## config.mk

```make
export PLATFORM = sky130hd
export DESIGN_NAME = hog_axil_slave
export DESIGN_NICKNAME = d
export VERILOG_FILES = /design/src/rtl/hog_axil_pkg.sv /design/src/rtl/hog_axil_slave.sv
export SDC_FILE = /design/constraint.sdc
export NUM_CORES = 1
export LEC_CHECK = 0
export ABC_AREA = 0
export CAP_MARGIN = 15
export CORE_AREA = 8 8 143 145
export CTS_CLUSTER_DIAMETER = 40
export DETAILED_ROUTE_END_ITERATION = 12
export DIE_AREA = 0 0 151 153
export HOLD_SLACK_MARGIN = 0.02
export PLACE_DENSITY = 0.76
export SLEW_MARGIN = 20
export SYNTH_ARGS = -nofsm -noshare
export SYNTH_HDL_FRONTEND = slang
export SYNTH_SLANG_ARGS = --single-unit
```

## constraint.sdc

```tcl
create_clock -name clk -period 1.95 [get_ports clk]
set_clock_uncertainty 0.2 [all_clocks]
set_input_delay 0.39 -clock clk [delete_from_list [all_inputs] [get_ports clk]]
set_output_delay 0.39 -clock clk [all_outputs]
set_load 0.02 [all_outputs]
```

## src/rtl/hog_axil_pkg.sv

```systemverilog
// Shared constants, state types and byte-strobe helper for the HOG AXI4-Lite control slave.
package hog_axil_pkg;

  localparam logic [4:0] ADDR_CTRL       = 5'h00;
  localparam logic [4:0] ADDR_STATUS     = 5'h04;
  localparam logic [4:0] ADDR_IMG_WIDTH  = 5'h08;
  localparam logic [4:0] ADDR_IMG_HEIGHT = 5'h0C;
  localparam logic [4:0] ADDR_SRC_ADDR   = 5'h10;
  localparam logic [4:0] ADDR_DST_ADDR   = 5'h14;
  localparam logic [4:0] ADDR_IRQ_EN     = 5'h18;
  localparam logic [4:0] ADDR_VERSION    = 5'h1C;

  localparam int START_BIT  = 0;
  localparam int READY_BIT  = 0;
  localparam int DONE_BIT   = 1;
  localparam int IRQ_EN_BIT = 0;

  localparam logic [1:0] RESP_OKAY = 2'b00;

  typedef enum logic {W_IDLE, W_RESP} write_state_t;
  typedef enum logic {R_IDLE, R_DATA} read_state_t;

  // Replace only the byte lanes whose strobe is set.
  function automatic logic [31:0] mergeStrb(input logic [31:0] oldVal,
                                            input logic [31:0] newVal,
                                            input logic [3:0]  strb);
    logic [31:0] res;
    for (int b = 0; b < 4; b++) begin
      res[8*b +: 8] = strb[b] ? newVal[8*b +: 8] : oldVal[8*b +: 8];
    end
    return res;
  endfunction

endpackage

```

## src/rtl/hog_axil_slave.sv

```systemverilog
// AXI4-Lite control slave for the HOG core: eight word registers, start pulse,
// sticky DONE with W1C, level interrupt and independent read/write channels.
module hog_axil_slave
  import hog_axil_pkg::*;
#(
  parameter int          C_S_AXI_GP_DATA_WIDTH = 32,
  parameter int          C_S_AXI_GP_ADDR_WIDTH = 5,
  parameter logic [31:0] HOG_VERSION           = 32'h0001_0000
) (
  input  logic                                 clk,
  input  logic                                 rst,
  input  logic [C_S_AXI_GP_ADDR_WIDTH-1:0]     s_axi_awaddr,
  input  logic [2:0]                           s_axi_awprot,
  input  logic                                 s_axi_awvalid,
  output logic                                 s_axi_awready,
  input  logic [C_S_AXI_GP_DATA_WIDTH-1:0]     s_axi_wdata,
  input  logic [C_S_AXI_GP_DATA_WIDTH/8-1:0]   s_axi_wstrb,
  input  logic                                 s_axi_wvalid,
  output logic                                 s_axi_wready,
  output logic [1:0]                           s_axi_bresp,
  output logic                                 s_axi_bvalid,
  input  logic                                 s_axi_bready,
  input  logic [C_S_AXI_GP_ADDR_WIDTH-1:0]     s_axi_araddr,
  input  logic [2:0]                           s_axi_arprot,
  input  logic                                 s_axi_arvalid,
  output logic                                 s_axi_arready,
  output logic [C_S_AXI_GP_DATA_WIDTH-1:0]     s_axi_rdata,
  output logic [1:0]                           s_axi_rresp,
  output logic                                 s_axi_rvalid,
  input  logic                                 s_axi_rready,
  input  logic                                 ready_i,
  input  logic                                 done_i,
  output logic                                 start_o,
  output logic [15:0]                          img_width_o,
  output logic [15:0]                          img_height_o,
  output logic [31:0]                          src_addr_o,
  output logic [31:0]                          dst_addr_o,
  output logic                                 irq_o
);

  write_state_t r_wState, w_wStateNext;
  read_state_t  r_rState, w_rStateNext;

  logic        r_awHeld, r_wHeld;
  logic [2:0]  r_awIdx;
  logic [31:0] r_wData;
  logic [3:0]  r_wStrb;

  logic [15:0] r_imgWidth, r_imgHeight;
  logic [31:0] r_srcAddr, r_dstAddr;
  logic        r_irqEn, r_done, r_start;
  logic [31:0] r_rdata;

  logic        w_bvalid, w_rvalid;
  logic        w_awFire, w_wFire, w_arFire, w_commit;
  logic [2:0]  w_wrIdx;
  logic [31:0] w_wrData, w_oldVal, w_merged;
  logic [3:0]  w_wrStrb;
  logic [31:0] w_regs [8];
  logic        w_unused;

  assign w_bvalid = (r_wState == W_RESP);
  assign w_rvalid = (r_rState == R_DATA);

  assign s_axi_awready = !r_awHeld && !w_bvalid;
  assign s_axi_wready  = !r_wHeld && !w_bvalid;
  assign s_axi_arready = !w_rvalid;

  assign w_awFire = s_axi_awvalid && s_axi_awready;
  assign w_wFire  = s_axi_wvalid && s_axi_wready;
  assign w_arFire = s_axi_arvalid && s_axi_arready;

  // Commit in the cycle the second of AW/W is either already held or arriving.
  assign w_commit = (r_wState == W_IDLE) && (r_awHeld || w_awFire) && (r_wHeld || w_wFire);
  assign w_wrIdx  = r_awHeld ? r_awIdx : s_axi_awaddr[4:2];
  assign w_wrData = r_wHeld ? r_wData : s_axi_wdata;
  assign w_wrStrb = r_wHeld ? r_wStrb : s_axi_wstrb;

  always_comb begin
    w_regs = '{default: '0};
    w_regs[ADDR_STATUS[4:2]][READY_BIT]     = ready_i;
    w_regs[ADDR_STATUS[4:2]][DONE_BIT]      = r_done;
    w_regs[ADDR_IMG_WIDTH[4:2]][15:0]       = r_imgWidth;
    w_regs[ADDR_IMG_HEIGHT[4:2]][15:0]      = r_imgHeight;
    w_regs[ADDR_SRC_ADDR[4:2]]              = r_srcAddr;
    w_regs[ADDR_DST_ADDR[4:2]]              = r_dstAddr;
    w_regs[ADDR_IRQ_EN[4:2]][IRQ_EN_BIT]    = r_irqEn;
    w_regs[ADDR_VERSION[4:2]]               = HOG_VERSION;
  end

  assign w_oldVal = w_regs[w_wrIdx];
  assign w_merged = mergeStrb(w_oldVal, w_wrData, w_wrStrb);

  always_comb begin
    w_wStateNext = r_wState;
    case (r_wState)
      W_IDLE:  if (w_commit)     w_wStateNext = W_RESP;
      W_RESP:  if (s_axi_bready) w_wStateNext = W_IDLE;
      default: w_wStateNext = W_IDLE;
    endcase
  end

  always_comb begin
    w_rStateNext = r_rState;
    case (r_rState)
      R_IDLE:  if (w_arFire)     w_rStateNext = R_DATA;
      R_DATA:  if (s_axi_rready) w_rStateNext = R_IDLE;
      default: w_rStateNext = R_IDLE;
    endcase
  end

  always_ff @(posedge clk) begin
    if (rst) begin
      r_wState <= W_IDLE;
      r_rState <= R_IDLE;
    end else begin
      r_wState <= w_wStateNext;
      r_rState <= w_rStateNext;
    end
  end

  always_ff @(posedge clk) begin
    if (rst) begin
      r_awHeld    <= 1'b0;
      r_wHeld     <= 1'b0;
      r_awIdx     <= '0;
      r_wData     <= '0;
      r_wStrb     <= '0;
      r_imgWidth  <= '0;
      r_imgHeight <= '0;
      r_srcAddr   <= '0;
      r_dstAddr   <= '0;
      r_irqEn     <= 1'b0;
      r_done      <= 1'b0;
      r_start     <= 1'b0;
      r_rdata     <= '0;
    end else begin
      if (w_awFire) begin
        r_awHeld <= 1'b1;
        r_awIdx  <= s_axi_awaddr[4:2];
      end
      if (w_wFire) begin
        r_wHeld <= 1'b1;
        r_wData <= s_axi_wdata;
        r_wStrb <= s_axi_wstrb;
      end
      if (w_bvalid && s_axi_bready) begin
        r_awHeld <= 1'b0;
        r_wHeld  <= 1'b0;
      end

      // A start request while the core is busy is dropped, not queued.
      r_start <= w_commit && (w_wrIdx == ADDR_CTRL[4:2]) && w_wrStrb[0]
                 && w_wrData[START_BIT] && ready_i;

      if (w_commit) begin
        case (w_wrIdx)
          ADDR_IMG_WIDTH[4:2]:  r_imgWidth  <= w_merged[15:0];
          ADDR_IMG_HEIGHT[4:2]: r_imgHeight <= w_merged[15:0];
          ADDR_SRC_ADDR[4:2]:   r_srcAddr   <= w_merged;
          ADDR_DST_ADDR[4:2]:   r_dstAddr   <= w_merged;
          ADDR_IRQ_EN[4:2]:     r_irqEn     <= w_merged[IRQ_EN_BIT];
          default: ;
        endcase
      end

      // A completion arriving with the W1C wins so it is never lost.
      if (done_i) begin
        r_done <= 1'b1;
      end else if (w_commit && (w_wrIdx == ADDR_STATUS[4:2]) && w_wrStrb[0]
                   && w_wrData[DONE_BIT]) begin
        r_done <= 1'b0;
      end

      if (w_arFire) begin
        r_rdata <= w_regs[s_axi_araddr[4:2]];
      end
    end
  end

  assign s_axi_bvalid = w_bvalid;
  assign s_axi_bresp  = RESP_OKAY;
  assign s_axi_rvalid = w_rvalid;
  assign s_axi_rresp  = RESP_OKAY;
  assign s_axi_rdata  = r_rdata;
  assign start_o      = r_start;
  assign img_width_o  = r_imgWidth;
  assign img_height_o = r_imgHeight;
  assign src_addr_o   = r_srcAddr;
  assign dst_addr_o   = r_dstAddr;
  assign irq_o        = r_done && r_irqEn;

  assign w_unused = ^{s_axi_awprot, s_axi_arprot, s_axi_awaddr[1:0], s_axi_araddr[1:0]};

endmodule

```

# Word level (Yosys, flattened, before mapping)
# Cells that the tools add are included.
[op_classes]
muxes = 21
n_eq_ne = 6
reduce_logical = 30
n_lt_le_gt_ge = 2
n_bitwise = 4
[ops]
columns = ["cell", "n"]
rows = [
  ["32-bit binary-select mux with 3-bit select", 2],
  ["32-bit 2-to-1 mux", 5],
  ["8-bit 2-to-1 mux", 4],
  ["1-bit logical AND", 16],
  ["2-bit AND reduction", 5],
  ["3-bit == test, second input constant", 3],
  ["4-bit >= comparator, second input constant", 2],
  ["3-bit inverter with 4-bit output", 2],
  ["3-bit by 2-bit == test with 1-bit output, second input constant", 2],
  ["1-bit 2-to-1 mux", 6],
  ["1-bit logical NOT", 4],
  ["4-bit 2-to-1 mux", 1],
  ["1-bit one-hot mux with 2 select lines", 2],
  ["3-bit by 1-bit == test with 1-bit output, second input constant", 1],
  ["3-bit logical NOT", 1],
  ["3-bit 2-to-1 mux", 1],
  ["1-bit logical OR", 2],
  ["1-bit inverter", 2],
  ["2-bit nonzero test", 1],
  ["2-bit OR reduction", 1],
]
[totals]
elab_cells = 78
out_inout_bits = 139
regBits = 174
inputBits = 61

# Longest topological paths before layout
# Gate-level depths: netlist of run 1.
[depth]
word_depth = 11
mapped_depth = 9
depth_no_buf = 5

# Worst setup path before layout of run 1
# Ideal clock, no wire load.
[synth_path]
kind = "input -> register"
start = "input s_axi_awaddr[2]"
end = "register r_dstAddr[9] (netlist: dst_addr_o[9])"
path_buffers = 3
slack_ps = -117
t_arrival_ps = 1780
stages = 8
required_ps = 1663
setup_ps = 87
path_cell_list = "buf_2 -> mux2_4 -> and2_1 -> buf_2 -> buf_2 -> a21oi_1 -> nand2_1 -> o31ai_1"
[synth_via]
elab_chain_cells = 6
elab_cells_between_ends = 8
classes_between = "eq/ne: 1; mux: 5; bitwise: 1; reduce/logical: 1"
[synth_rtl]
columns = ["item", "line", "text"]
rows = [
  ["start: declaration", "hog_axil_slave.sv:12", "input logic [C_S_AXI_GP_ADDR_WIDTH-1:0] s_axi_awaddr,"],
  ["3-bit 2-to-1 mux (*)", "hog_axil_slave.sv:75", "assign w_wrIdx = r_awHeld ? r_awIdx : s_axi_awaddr[4:2];"],
  ["3-bit inverter with 4-bit output (implied by the code)", "hog_axil_slave.sv:91", "assign w_oldVal = w_regs[w_wrIdx];"],
  ["32-bit binary-select mux with 3-bit select", "hog_axil_slave.sv:91", ""],
  ["32-bit 2-to-1 mux (implied by the code) (2 in series)", "hog_axil_slave.sv:91", ""],
  ["8-bit 2-to-1 mux", "hog_axil_pkg.sv:29", "res[8*b +: 8] = strb[b] ? newVal[8*b +: 8] : oldVal[8*b +: 8];"],
  ["end signal: assignment", "hog_axil_slave.sv:161", "ADDR_DST_ADDR[4:2]: r_dstAddr <= w_merged;"],
  ["end: declaration", "hog_axil_slave.sv:50", "logic [31:0] r_srcAddr, r_dstAddr;"],
]
# Mark *: on every way between the ends. The rest lies on a longest branch, timed or not. The select of a mux whose other input is x is not followed.
# A chain may end at the register's enable or synchronous reset.

# Final worst setup path of run 1
[layout_path]
start = "register r_awHeld"
end = "register r_imgWidth[15] (netlist: img_width_o[15])"
[layout_via]
elab_chain_cells = 7
elab_cells_between_ends = 14
classes_between = "eq/ne: 1; mux: 5; bitwise: 1; reduce/logical: 7"
[layout_rtl]
columns = ["item", "line", "text"]
rows = [
  ["start: declaration", "hog_axil_slave.sv:44", "logic r_awHeld, r_wHeld;"],
  ["start signal: assignment", "hog_axil_slave.sv:124", "r_awHeld <= 1'b0;"],
  ["start signal: assignment", "hog_axil_slave.sv:139", "r_awHeld <= 1'b1;"],
  ["start signal: assignment", "hog_axil_slave.sv:148", "r_awHeld <= 1'b0;"],
  ["branches (longest 7 deep; another with 32-bit binary-select mux with 3-bit select)", "n/a", ""],
  ["end signal: assignment", "hog_axil_slave.sv:158", "ADDR_IMG_WIDTH[4:2]: r_imgWidth <= w_merged[15:0];"],
  ["end: declaration", "hog_axil_slave.sv:49", "logic [15:0] r_imgWidth, r_imgHeight;"],
]
# Parallel ways; which one is timed is not known. The select of a mux whose other input is x is not followed.

==> results of run 1 <==
[worst max path at each step]
stage	cells after the start	slack, ps	startpoint	end
2_1_floorplan	7	0.7	r_awHeld$_SDFFE_PP0P_	src_addr_o[9]$_SDFFE_PP0P_
3_3_place_gp	9	-580	s_axi_awaddr[2]	img_height_o[0]$_SDFFE_PP0P_
3_5_place_dp	7	-650	s_axi_awaddr[4]	src_addr_o[23]$_SDFFE_PP0P_
4_1_cts	11	-160	r_awHeld$_SDFFE_PP0P_	dst_addr_o[19]$_SDFFE_PP0P_
5_1_grt	7	-400	r_awHeld$_SDFFE_PP0P_	dst_addr_o[14]$_SDFFE_PP0P_
6_report	7	-330	r_awHeld$_SDFFE_PP0P_	img_width_o[15]$_SDFFE_PP0P_
[timing repair]
action / 4_1_cts / 5_1_grt
endpoints found under the setup margin: 233 / 101
pin swaps: 107 / 95
resized for setup: 336 / 120
hold buffers: 0 / 0
setup buffers: 27 / 14
gates cloned: 12 / 3
[through the flow]
stage / setup TNS [ps] / instances / hold WS (ps)
floorplan: 0 / 925 / 232
global placement: -50180 / 1398 / 241
detailed placement: -53390 / 1398 / 245
CTS: -4650 / 1468 / 254
global route: -23870 / 1480 / 276
finish: -20300 / 1480 / 257
[flip-flops by register name (all words and copies together) (netlist names)]
name,cells
dst_addr_o,32
r_wData,32
s_axi_rdata,32
src_addr_o,32
img_height_o,16
img_width_o,16
r_wStrb,4
r_awIdx,3
r_awHeld,1
r_done,1
r_irqEn,1
r_wHeld,1
s_axi_bvalid,1
s_axi_rvalid,1
start_o,1
[cells by family (layout without fill, tap and decap cells)]
kind of cell	Yosys count	in the layout	synth area share, %
multiplexers	56	56	7.52
buffers and inverters	81	400	4.44
AO/OA/AOI/OAI	321	321	28.6
other	1	4	0.0466
AND/OR/NAND/NOR	289	291	16.1
flip-flops	174	174	43.2
[placed cells by master (no fill, tap or decap), drive strengths merged, types with 7 or more instances in the layout]
master and count:
a221oi 12, mux2 20, o22ai 10, o21a 19
o21ai 29, a211oi 38, buf 183, o221ai 15
dlygate4sd2 133, a21oi 70, dfxtp 174, clkdlybuf4s50 45
a32o 22, clkbuf 20, o31ai 17, a22oi 58
nand2b 11, nor2b 10, nor2 92, mux2i 36
o22a 8, and2 11, nand3 11, or3 11
nand2 123, nor3 7
[tightest hold or removal path, cell delays in order (launching register included)]
cell and delay, ps:
dfxtp_1 310, nand2_1 50, a21oi_1 50
[routing by layer]
layer | GRT usage (%) | vias up | routed length (um)
met1 | 32.1 | 4738 | 13400
met2 | 49.5 | 866 | 19000
met5 | 0 | - | 10
li1 | - | 4050 | -
met4 | 17.9 | 2 | 3390
met3 | 7.79 | 294 | 4780
[power by group through the flow]
stage / clock [mW] / combinational, mW / sequential (mW)
5_1_grt: 3.69 / 2.48 / 3.86
3_3_place_gp: 0 / 1.73 / 3.89
3_5_place_dp: 0 / 1.76 / 3.89
6_report: 3.54 / 2.40 / 3.85
4_1_cts: 3.48 / 2.04 / 3.83
2_1_floorplan: 0 / 0.819 / 3.97
[cell type report]
class | count | area, um^2 | area share, %
Multi-Input combinational cell | 672 | 5320 | 39.7
Clock inverter | 14 | 168 | 1.25
Timing Repair Buffer | 367 | 3690 | 27.5
Clock buffer | 17 | 425 | 3.18
Tap cell | 234 | 293 | 2.19
Sequential cell | 174 | 3490 | 26.0
Inverter | 2 | 7.51 | 0.0560
==> results.yml, run 1 <==
route:
  wl_per_cell_um: 27.5
  dr.pass1.iters: 8
  num_vias: 9950
  wl_um: 40600
  vias_per_cell: 6.72
  drt_iter0_drc: 1069
  drc_errors: 0
  antenna_left: 0
timing:
  period_needed_ps: 2280
  drv_slew: 0
  slew_headroom_pct: 64.3
  final.period_utilization_pct: 117
  setup_viol: 101
  hold_viol: 0
  setup_ws_ps: -331
  rsz0062_at_grt: "true"
  max_freq_mhz: 438
  tightestPinTransition_ps: 535
pwr:
  seqPwrFrac_pct: 39.4
  clkPwrFrac_pct: 36.1
  pwr_density_cell_mw_per_mm2: 731
  total_power_mw: 9.79
  pwr-share-comb_pct: 24.5
  p_sw_mw: 3.05
  intPower_mw: 6.74
  p_leak_nw: 5.53
  ir_drop_mv: 0.707
  p_sw_share_pct: 31.1
min_path:
  hold_class: "flop to flop"
  hold_depth: 2
  worstHoldStart: "r_wData[29]$_SDFFE_PP0P_"
  whs_endpoint: "r_wData[29]$_SDFFE_PP0P_"
placed_design:
  port_buffers: 185
  dpl_cell_area_mm2: 0.0111
  hpwlAfterDp_um: 21200
  post-place-ws_ps: -653
  routabilityCongestion: 0.907
synthesis:
  ys.flop_type: "dfxtp_1"
  yosysSeqAreaShare_pct: 43.2
  netlist-cell-type-count: 57
  synth_top_area_share_pct: 43.2
  yosysMostFrequentCell: "dfxtp_1"
  synthArstFlopShare_pct: 0
  ys_ff_latch: 174
  synth_edf_count: 0
  synthTopCellsByArea: "dfxtp_1 43%, nand2_1 5.7%, a22oi_1 5.4%"
  synth_commonest_cells: "174 x dfxtp_1, 122 x nand2_1, 92 x nor2_1"
  yosysTopAreaCell: "dfxtp_1"
  synth_area_mm2: 0.00806
  syn-instance-count: 922
  yosysWarnings: 0
  avgSynthCellArea_um2: 8.74
cells_and_area:
  nFillCells: 1188
  drive_above_1_share_pct: 34.9
  fin_nets: 1295
  final_core_util_pct: 73.3
  areaGrowthSynthToFinish_pct: 66.3
  n_antenna_cell: 0
  final_cell_area_mm2: 0.0134
cts:
  clock_sinks: 174
  clkLatencyLatePin_ps: 440
  root_buffer: "clkbuf_16"
  cts_buffers: 17
  cts_tree: "done"
  htreeDepth: 4
  clk_path_buf_depth: 2
  clk_pin_slew_ps: 70
worst_setup_path:
  crit_buf_inv: 2
  critical_path.max_fanout: 7
  crit_top_cell: "buf_6"
  critPathTopFamily: "compound AO/OA/AOI/OAI gates"
  start_kind: "flop"
  crit_path_cell_trace: "buf_6 -> nand2b_4 -> o32ai_4 -> buf_6 -> a221o_1 -> a21oi_2 -> o31ai_1"
  required_ps: 2080
  critPathMaxStageDelay_ps: 430
  worstRegToRegCells: 7
  path_class: "flop to flop"
  reg2reg_from: "r_awHeld$_SDFFE_PP0P_"
  slowest_stage: "o32ai_4"
  cp-end-kind: "flop"
  critPathArrivalTime_ps: 2410
  reg2reg_slack_ps: -330
  r2r_end: "img_width_o[15]$_SDFFE_PP0P_"
floorplanning:
  initial_utilization_pct: 44.1
  core_area_mm2: 0.0183
  io-pin-count: 200
  fp-row-count: 50
  die_y_um: 153
  dieArea_mm2: 0.0231
  die_x_um: 151
global_routing:
  grt_max_degree: 73
  grt_use_total_pct: 29.3
  grt_pass1_vias: 9519
  antenna_found_initial: 1
  grt_pass1_wl_um: 53200
  grt_overflow: 0
status:
  violations: "negative setup slack"
  status: "complete, but fails checks"
run:
  drv_cap: 0
(Power assumes the default switching activity.)
==> run 2, diff against run 1 <==
--- a/config.mk
+++ b/config.mk
@@ -6,6 +6,7 @@
 export NUM_CORES = 1
 export LEC_CHECK = 0
 export ABC_AREA = 0
+export ABC_CLOCK_PERIOD_IN_PS = 1950
 export CAP_MARGIN = 15
 export CORE_AREA = 8 8 143 145
 export CTS_CLUSTER_DIAMETER = 40
==> results of run 2 <==
The final DEF is identical to that of run 1; final timing and power are the same.
==> run 3, diff against run 2 <==
--- a/config.mk
+++ b/config.mk
@@ -9,7 +9,6 @@
 export ABC_CLOCK_PERIOD_IN_PS = 1950
 export CAP_MARGIN = 15
 export CORE_AREA = 8 8 143 145
-export CTS_CLUSTER_DIAMETER = 40
 export DETAILED_ROUTE_END_ITERATION = 12
 export DIE_AREA = 0 0 151 153
 export HOLD_SLACK_MARGIN = 0.02
==> results of run 3 <==
The final DEF is identical to that of run 1; final timing and power are the same.
==> edit: new RTL, settings of run 1 <==
Put a register stage on the output `irq_o`, without a reset. The value now appears one clock later. The other outputs are not delayed to match.
--- a/src/rtl/hog_axil_slave.sv
+++ b/src/rtl/hog_axil_slave.sv
@@ -188,7 +188,9 @@
   assign img_height_o = r_imgHeight;
   assign src_addr_o   = r_srcAddr;
   assign dst_addr_o   = r_dstAddr;
-  assign irq_o        = r_done && r_irqEn;
+  always_ff @(posedge clk) begin
+    irq_o <= r_done && r_irqEn;
+  end
 
   assign w_unused = ^{s_axi_awprot, s_axi_arprot, s_axi_awaddr[1:0], s_axi_araddr[1:0]};
 
Check against the original RTL: not equivalent (a bounded check fails within 4 cycles, from zero or initial values and one cycle with rst high).
==> edit against run 1 <==
First-iteration DRC count is 6.8% lower; routed wire length fell by 9.2%; synthesized cell count increased by 0.11%; power is 2.7% lower; highest routed layer unchanged; cell area down 2.8%; global-route usage down 1.2 points; setup slack better by 30 ps; sequential cell count rose by 1; utilization is 2.0 points lower; the flow still finishes with violations (negative setup slack); area after synthesis increased by 0.25%.
==> edit: results (changes against run 1) <==
{| class="wikitable"
! Metric !! Value
|-
| Top area cells in the synthesized netlist || dfxtp_1 43%, nand2_1 5.7%, a22oi_1 5.4%, a21oi_1 4.3%, nor2_1 4.3% (unchanged)
|-
| Delay-heaviest family, CP || buffers and inverters (was compound AO/OA/AOI/OAI gates)
|-
| Multiplexer area fraction after synthesis || 0.07499 (was 0.07518)
|-
| Top post-synthesis cells by count || 175 x dfxtp_1, 122 x nand2_1, 92 x nor2_1 (was 174 x dfxtp_1, 122 x nand2_1, 92 x nor2_1)
|-
| Number of cells in the finished layout apart from fillers || 1488 (was 1480)
|-
| Number of signal-net buffers in the layout || 376 (was 367)
|-
| Post-layout net count || 1303 (was 1295)
|-
| Proportion of layout cells with a drive suffix above 1 || 0.2959 (was 0.3491)
|-
| GPL Wtd Cong || 0.9435 (was 0.9068)
|-
| Count of mapped cells out of synthesis || 923 (was 922)
|-
| Met3 usage in global routing || 0.07204 (was 0.07795)
|-
| Register fraction of the total cell area || 0.2698 (was 0.2605)
|-
| Largest net degree at the start of global routing || 89 (was 73)
|-
| Non-clock buffer contribution to total cell area || 0.2869 (was 0.2754)
|-
| Worst path arrival time || 2350 ps (was 2410 ps)
|-
| Status || finished, violations left (unchanged)
|-
| Cell leakage power || 5.491 nW (was 5.532 nW)
|-
| Number of endpoints failing setup at the final stage || 99 (was 101)
|-
| Highest net fanout along the worst path || 6 (was 7)
|-
| Slowest cell delay on critical path || 380 ps (was 430 ps)
|-
| Max VDD drop || 0.6686 mV (was 0.7066 mV)
|-
| Post-detail-place hpwl || 21.46 mm (was 21.24 mm)
|-
| Filler cell count || 1278 (was 1188)
|-
| Multi-input logic cell count || 670 (was 672)
|-
| Violations in the final reports || negative setup slack (unchanged)
|-
| Total routing resource utilization after global routing || 0.2811 (was 0.2933)
|-
| PnR worst setup slack || -301.1 ps (was -331.1 ps)
|-
| Met1 Resource Use GR || 0.3158 (was 0.3211)
|-
| Global-route wire length before repair || 50.88 mm (was 53.22 mm)
|}
[edit: cell types whose count changed in the layout (fill, tap and decap cells not counted), sizes merged]
cell and change:
nand2 -1, and2 -1, clkdlybuf4s15 -3, clkbuf +2
buf +9, dfxtp +1, clkdlybuf4s50 -1, dlymetal6s2s +1
dlygate4sd2 +2, bufinv -1, clkinvlp -1, inv +1
[edit: path summary, 6_finish.rpt]
path / depth (start not counted) / start / end / slack, ps
worst max register to register: 9 / r_awHeld / src_addr_o[18] / -300
worst max-delay path: 9 / r_awHeld / src_addr_o[18] / -300
worst min-delay path: 2 / r_wData[30] / r_wData[30] / 260
worst min register to register: 2 / r_wData[30] / r_wData[30] / 260
[edit: worst reg2reg max path: stages, from the launching register on]
cell and delay [ps]:
dfxtp_4 380, buf_8 150, nor3b_4 150, buf_4 140, or2_4 290, buf_12 160
buf_12 130, a22oi_1 220, o21a_1 210, a211oi_1 90
[edit: layer usage]
layer  vias to the layer above  share of wire
met5                         -        0.00043
met4                         2          0.070
met3                       210           0.11
met2                       694           0.48
met1                      4496           0.34
li1                       4058              -
[edit: metrics by stage]
step / area (sq um) / power, mW / worst slack (ps) / TNS, ps
2_1_floorplan: 8170 / 4.808 / 0.7158 / 0
3_3_place_gp: 11110 / 5.640 / -595.0 / -56200
3_5_place_dp: 11110 / 5.670 / -682.1 / -61160
4_1_cts: 12610 / 9.228 / -139.9 / -6743
5_1_grt: 13030 / 9.764 / -331.9 / -20940
6_report: 13030 / 9.527 / -301.1 / -17350
[edit: power breakdown]
part | internal [mW] | switching, mW | leakage (nW)
Clock | 1.89 | 1.51 | 0.277
Sequential | 3.72 | 0.145 | 1.42
Combinational | 1.03 | 1.24 | 3.79
Total | 6.63 | 2.89 | 5.49
